$ cat config.mk
export PLATFORM = sky130hd
export DESIGN_NAME = sipo_deframer_flat
export DESIGN_NICKNAME = d
export VERILOG_FILES = /design/src/rtl/sipo_deframer_if.sv /design/src/rtl/sipo_deframer.sv /design/src/flat_wrapper.sv
export SDC_FILE = /design/constraint.sdc
export NUM_CORES = 1
export LEC_CHECK = 0
export CORE_UTILIZATION = 48
export DETAILED_ROUTE_END_ITERATION = 12
export GPL_TIMING_DRIVEN = 0
export HOLD_SLACK_MARGIN = 0.08
export MAX_ROUTING_LAYER = met4
export PLACE_DENSITY = 0.84
export SLEW_MARGIN = 20
export SYNTH_ARGS = -nofsm -noshare
export SYNTH_HDL_FRONTEND = slang
export SYNTH_SLANG_ARGS = --single-unit
export TNS_END_PERCENT = 5
$ cat constraint.sdc
create_clock -name clk -period 1.95 [get_ports clk]
set_input_delay 0.585 -clock clk [delete_from_list [all_inputs] [get_ports clk]]
set_output_delay 0.585 -clock clk [all_outputs]
set_load 0.005 [all_outputs]
$ cat src/rtl/sipo_deframer_if.sv
// Handshake/bus bundle for sipo_deframer. The overrun_clr/overrun pair exists only when
// SIPO_OVERRUN_EN is defined.
interface sipo_deframer_if #(
    parameter int unsigned WIDTH = 8
);
    logic             serial_in;
    logic             shift_en;
    logic             start;
    logic             data_ready;
    logic [WIDTH-1:0] data_out;
    logic             data_valid;
    logic             busy;
`ifdef SIPO_OVERRUN_EN
    logic             overrun_clr;
    logic             overrun;
`endif

    // master: the deframer itself; slave: the stream source and word consumer.
    modport master (
        input  serial_in,
        input  shift_en,
        input  start,
        input  data_ready,
`ifdef SIPO_OVERRUN_EN
        input  overrun_clr,
        output overrun,
`endif
        output data_out,
        output data_valid,
        output busy
    );

    modport slave (
        output serial_in,
        output shift_en,
        output start,
        output data_ready,
`ifdef SIPO_OVERRUN_EN
        output overrun_clr,
        input  overrun,
`endif
        input  data_out,
        input  data_valid,
        input  busy
    );
endinterface

$ cat src/rtl/sipo_deframer.sv
// MSB-first serial-to-parallel deframer with a one-word valid/ready holding register.
// Optional sticky overrun flag is enabled by defining SIPO_OVERRUN_EN.
module sipo_deframer #(
    parameter int unsigned WIDTH = 8
) (
    input  logic               clk,
    input  logic               rst,
    sipo_deframer_if.master    bus
);
    localparam int unsigned    CW      = $clog2(WIDTH);
    localparam logic [CW-1:0]  LAST    = CW'(WIDTH - 1);
    localparam logic [0:0]     ST_IDLE  = 1'b0;
    localparam logic [0:0]     ST_SHIFT = 1'b1;

    logic [0:0]       r_state;
    logic [CW-1:0]    r_cnt;
    // Only WIDTH-1 bits are kept; the final bit goes straight into the word.
    logic [WIDTH-2:0] r_shift;
    logic [WIDTH-1:0] r_data;
    logic             r_valid;

    logic             w_sample;
    logic             w_last;
    logic             w_load;
    logic [WIDTH-1:0] w_word;

    assign w_sample = (r_state == ST_SHIFT) && bus.shift_en && !bus.start;
    assign w_last   = w_sample && (r_cnt == LAST);
    assign w_word   = {r_shift, bus.serial_in};
    assign w_load   = w_last && (!r_valid || bus.data_ready);

    always_ff @(posedge clk or posedge rst) begin
        if (rst) begin
            r_state <= ST_IDLE;
            r_cnt   <= '0;
            r_shift <= '0;
        end else if (bus.start) begin
            r_state <= ST_SHIFT;
            r_cnt   <= '0;
            r_shift <= '0;
        end else if (w_last) begin
            r_state <= ST_IDLE;
            r_cnt   <= '0;
            r_shift <= '0;
        end else if (w_sample) begin
            r_cnt   <= r_cnt + CW'(1);
            r_shift <= w_word[WIDTH-2:0];
        end
    end

    always_ff @(posedge clk or posedge rst) begin
        if (rst) begin
            r_data  <= '0;
            r_valid <= 1'b0;
        end else if (w_load) begin
            r_data  <= w_word;
            r_valid <= 1'b1;
        end else if (r_valid && bus.data_ready) begin
            r_valid <= 1'b0;
        end
    end

`ifdef SIPO_OVERRUN_EN
    logic w_drop;
    logic r_overrun;

    assign w_drop = w_last && r_valid && !bus.data_ready;

    // A drop in the same cycle as a clear keeps the flag set.
    always_ff @(posedge clk or posedge rst) begin
        if (rst) begin
            r_overrun <= 1'b0;
        end else if (w_drop) begin
            r_overrun <= 1'b1;
        end else if (bus.overrun_clr) begin
            r_overrun <= 1'b0;
        end
    end

    assign bus.overrun = r_overrun;
`endif

    assign bus.data_out   = r_data;
    assign bus.data_valid = r_valid;
    assign bus.busy       = r_state;
endmodule

$ cat src/flat_wrapper.sv
// flat-port wrapper written by rule: the top's interface ports become plain ports
module sipo_deframer_flat 
#(
    parameter int unsigned WIDTH = 8
)
  (clk, rst, bus_serial_in, bus_shift_en, bus_start, bus_data_ready, bus_data_out, bus_data_valid, bus_busy);
  sipo_deframer_if #(.WIDTH(WIDTH)) bus_i ();
  input  logic clk;
  input  logic rst;
  input wire logic [$bits(bus_i.serial_in)-1:0] bus_serial_in;
  input wire logic [$bits(bus_i.shift_en)-1:0] bus_shift_en;
  input wire logic [$bits(bus_i.start)-1:0] bus_start;
  input wire logic [$bits(bus_i.data_ready)-1:0] bus_data_ready;
  output wire logic [$bits(bus_i.data_out)-1:0] bus_data_out;
  output wire logic [$bits(bus_i.data_valid)-1:0] bus_data_valid;
  output wire logic [$bits(bus_i.busy)-1:0] bus_busy;
  assign bus_i.serial_in = bus_serial_in;
  assign bus_i.shift_en = bus_shift_en;
  assign bus_i.start = bus_start;
  assign bus_i.data_ready = bus_data_ready;
  assign bus_data_out = bus_i.data_out;
  assign bus_data_valid = bus_i.data_valid;
  assign bus_busy = bus_i.busy;
  sipo_deframer #(.WIDTH(WIDTH)) u_core (.clk(clk), .rst(rst), .bus(bus_i));
endmodule
==> impl_metrics.json <==
{
  "power_leakage_nw": 0.5038,
  "hold-path-endpoint": "u_core.r_shift[6]$_DFFE_PP0P_",
  "routed_wl_um": 1283,
  "busiest_layer_in_global_routing": "met2",
  "powerDensity_nw_per_um2": 782.8,
  "nFillCells": 128,
  "clock-sinks": 20,
  "max_stage_delay_ns": 0.53,
  "synth_compound_gate_area_share_pct": 13.55,
  "antenna_found_initial": 0,
  "dr_vias": 501,
  "clock_insertion_delay_worst_skew_ns": 0.30,
  "finalWeightedCongestion": 0.6586,
  "comb_power_share_pct": 5.3,
  "cellInternalPower_uw": 646.5,
  "grt_first_pass_wirelength_um": 2304,
  "yosys_warnings": 0,
  "max_cap_violations": 0,
  "layout_stage_area_growth_over_the_synthesis_result_pct": 27.88,
  "worst_clock_skew_ns": 0.006182,
  "synthTopCellsByArea": "dfrtp_1 (62%), mux2_2 (13%), a22o_1 (8.7%)",
  "synth-edff-count": 0,
  "timing.critical_path.to_type": "output port",
  "class_of_the_tightest_hold_or_removal_check": "flip-flop to flip-flop",
  "boundaryPins": 16,
  "yosys.area_share.adder_pct": 3.115,
  "syn_inst": 53,
  "slew-limit-headroom_pct": 50.51,
  "fp.dieW_um": 42.91,
  "critical_path.top_delay_family": "buffers and inverters",
  "cts.htree.levels": 1,
  "cp_data_required_time_ns": 1.36,
  "via_per_inst": 5.693,
  "post-route-cell-area_um2": 1027,
  "timing_worst_setup_path_type": "flip-flop to output port",
  "grt_max_degree": 21,
  "critical-path-slowest-cell": "clkdlybuf4s50_1",
  "initial_utilization_pct": 52.11,
  "final_max_slew_viol_count": 0,
  "grt_pass1_vias": 498,
  "cp_cell_sequence": "clkdlybuf4s50_1",
  "status": "finished clean",
  "globalRoute.totalOverflow": 0,
  "rsz0062_at_grt": "no",
  "yosys.cell_types.count": 13,
  "synth.largest_area_cell": "dfrtp_1",
  "cts_tree": "yes",
  "power.ir.vdd_worst_v": 0.0003977,
  "drt_first_iter_violations": 2,
  "crit_arrival_ns": 1.27,
  "chipHeight_um": 42.91,
  "synth.yosys.seq_area_share_pct": 62.31,
  "synth_top_family_by_area": "compound AO/OA/AOI/OAI gates",
  "synth-xor-area-share_pct": 0,
  "drt_pass1_iterations": 2,
  "dominantRegCellSynth": "dfrtp_1",
  "synthesis.area_per_instance_um2": 15.16,
  "synth_top_area_share_pct": 62.31,
  "clockBufferDepth": 2,
  "setup.reg_to_reg.worst_slack_ns": 0.24,
  "global_route.usage.total_pct": 17.94,
  "reg2regPathDepth": 5,
  "remaining_drc_errors": 0,
  "synthArstFlopShare_pct": 100.0,
  "syn_area_um2": 803.3,
  "dpl-instance-area_um2": 973.4,
  "postSynthNetCount": 61,
  "num_antenna_cells": 0,
  "critPathBufInv": 1,
  "clock-root-buffer": "clkbuf_4",
  "die_area_um2": 1841,
  "whs_path_depth": 1,
  "ys_top_cells_by_count": "dfrtp_1 (20), mux2_2 (9), a22o_1 (8)",
  "timing.rr.end": "u_core.bus.data_out[2]$_DFFE_PP0P_",
  "final_period_minus_worst_setup_slack_ns": 1.859,
  "worst-path-max-fanout": 6,
  "finish.net_count": 81,
  "io_buffer_count": 15,
  "worstMarginPinSlew_ns": 0.7415,
  "placeableCoreArea_um2": 1541,
  "power.share.sequential_pct": 52.8,
  "p_total_uw": 804.1,
  "timing.critical_path.from_type": "flip-flop",
  "max_freq_mhz": 537.8,
  "share_clk_of_total_power_pct": 41.9,
  "clk_pin_slew_ns": 0.11,
  "std_cell_rows": 14,
  "period_share_pct": 95.36,
  "worst_flop_to_flop_path_startpoint": "u_core.r_cnt[0]$_DFFE_PP0P_",
  "synth_most_common_cell": "dfrtp_1",
  "met1_usage_pct": 21.37,
  "min-delay-start": "u_core.r_shift[6]$_DFFE_PP0P_",
  "netSwitchingPower_uw": 157.6,
  "ys_ff_latch": 20,
  "post_synth_mux_area_share_pct": 12.62,
  "wire_per_inst_um": 14.58,
  "antenna_left": 0,
  "setup_viols_final": 0,
  "final-hold-violation-count": 0,
  "post_route_cells_drive_above_1_share_pct": 23.61,
  "met2_global_route_usage_pct": 29.09,
  "dp_hpwl_um": 872.3,
  "tritoncts.num_buffers": 3,
  "switching_share_pct": 19.60,
  "met3_usage_pct": 2.979,
  "share_of_synthesized_cell_area_in_and_or_nand_and_nor_gates_pct": 7.009
}
layout make-up:
type                            instances  area, um^2  area share (%)
Clock buffer                            3       22.52           2.192
Sequential cell                        20       501.7           48.84
Multi-Input combinational cell         30       291.5           28.38
Clock inverter                          1       30.03           2.923
Inverter                                3       11.26           1.096
Tap cell                               16       20.02           1.949
Timing Repair Buffer                   15       150.1           14.62
per-stage QoR:
step,setup TNS [ns],setup WS (ns),cells,utilization [%],hold slack [ns]
after global routing,0,0.05195,88,66.64,0.5299
after global placement,-1.832,-0.1650,84,63.15,0.4846
after floorplan,0,0.3855,53,-,0.4674
after CTS,0,0.01250,88,66.56,0.5162
after detailed placement,-2.316,-0.2064,84,63.15,0.4912
final,0,0.09053,88,66.64,0.5141
registers in the layout (all words and copies together) (netlist names):
signal                 flops
u_core.bus.data_out        8
u_core.r_shift             7
u_core.r_cnt               3
u_core.bus.busy            1
u_core.bus.data_valid      1
logic make-up (layout without fill, tap and decap cells):
group	Yosys count	after routing
adders and majority gates	2	2
AOI/OAI and AO/OA	13	13
DFF	20	20
and+or+nand+nor	6	6
buffers and inverters	3	22
muxes	9	9
cells in the final DEF (no fill, tap or decap):
| master | netlist | final |
|---|---|---|
| ha_1 | 2 | 2 |
| dfrtp_2 | 0 | 1 |
| clkbuf_4 | 0 | 3 |
| a21oi_4 | 1 | 1 |
| mux2_2 | 9 | 9 |
| o21ai_0 | 1 | 1 |
| dfrtp_1 | 20 | 19 |
| a22o_1 | 8 | 8 |
| nand3_1 | 1 | 1 |
| nor3_4 | 1 | 1 |
| a21o_1 | 1 | 1 |
| clkdlybuf4s50_1 | 0 | 15 |
| inv_1 | 3 | 3 |
| nand4b_4 | 1 | 1 |
| bufinv_16 | 0 | 1 |
| a21oi_1 | 2 | 2 |
| nand2_1 | 3 | 3 |
per-layer routing:
layer  part of all wire (%)  vias to the layer above
li1                       -                      234
met1                     46                      255
met2                     49                       10
met3                    3.8                        2
met4                   0.86                        0
met5                      0                        -
power by group through the flow:
stage	clock [mW]	combinational (mW)	sequential, mW
detailed placement	0	0.0426	0.433
floorplan	0	0.0229	0.432
global route	0.353	0.0481	0.426
finish	0.337	0.0424	0.425
global placement	0	0.0411	0.433
CTS	0.336	0.0434	0.425
worst max-delay path by stage:
| stage | cells after the start | slack (ns) | startpoint | end |
|---|---|---|---|---|
| 5_1_grt | 1 | 0.05 | u_core.bus.busy$_DFFE_PP0P_ | bus_busy |
| 3_3_place_gp | 4 | -0.16 | bus_start | u_core.bus.data_out[3]$_DFFE_PP0P_ |
| 6_report | 1 | 0.09 | u_core.bus.busy$_DFFE_PP0P_ | bus_busy |
| 4_1_cts | 1 | 0.01 | u_core.bus.busy$_DFFE_PP0P_ | bus_busy |
| 3_5_place_dp | 4 | -0.21 | bus_start | u_core.bus.data_out[2]$_DFFE_PP0P_ |
| 2_1_floorplan | 5 | 0.39 | u_core.r_cnt[0]$_DFFE_PP0P_ | u_core.bus.data_out[0]$_DFFE_PP0P_ |
repair_timing:
item | 4_1_cts | 5_1_grt
setup buffers | 0 | 0
endpoints found under the setup margin | 0 | 1
hold endpoints to repair | 0 | 0
resized for setup | 0 | 1
hold buffers | 0 | 0
Note: power is estimated with default switching activity, not from simulation.
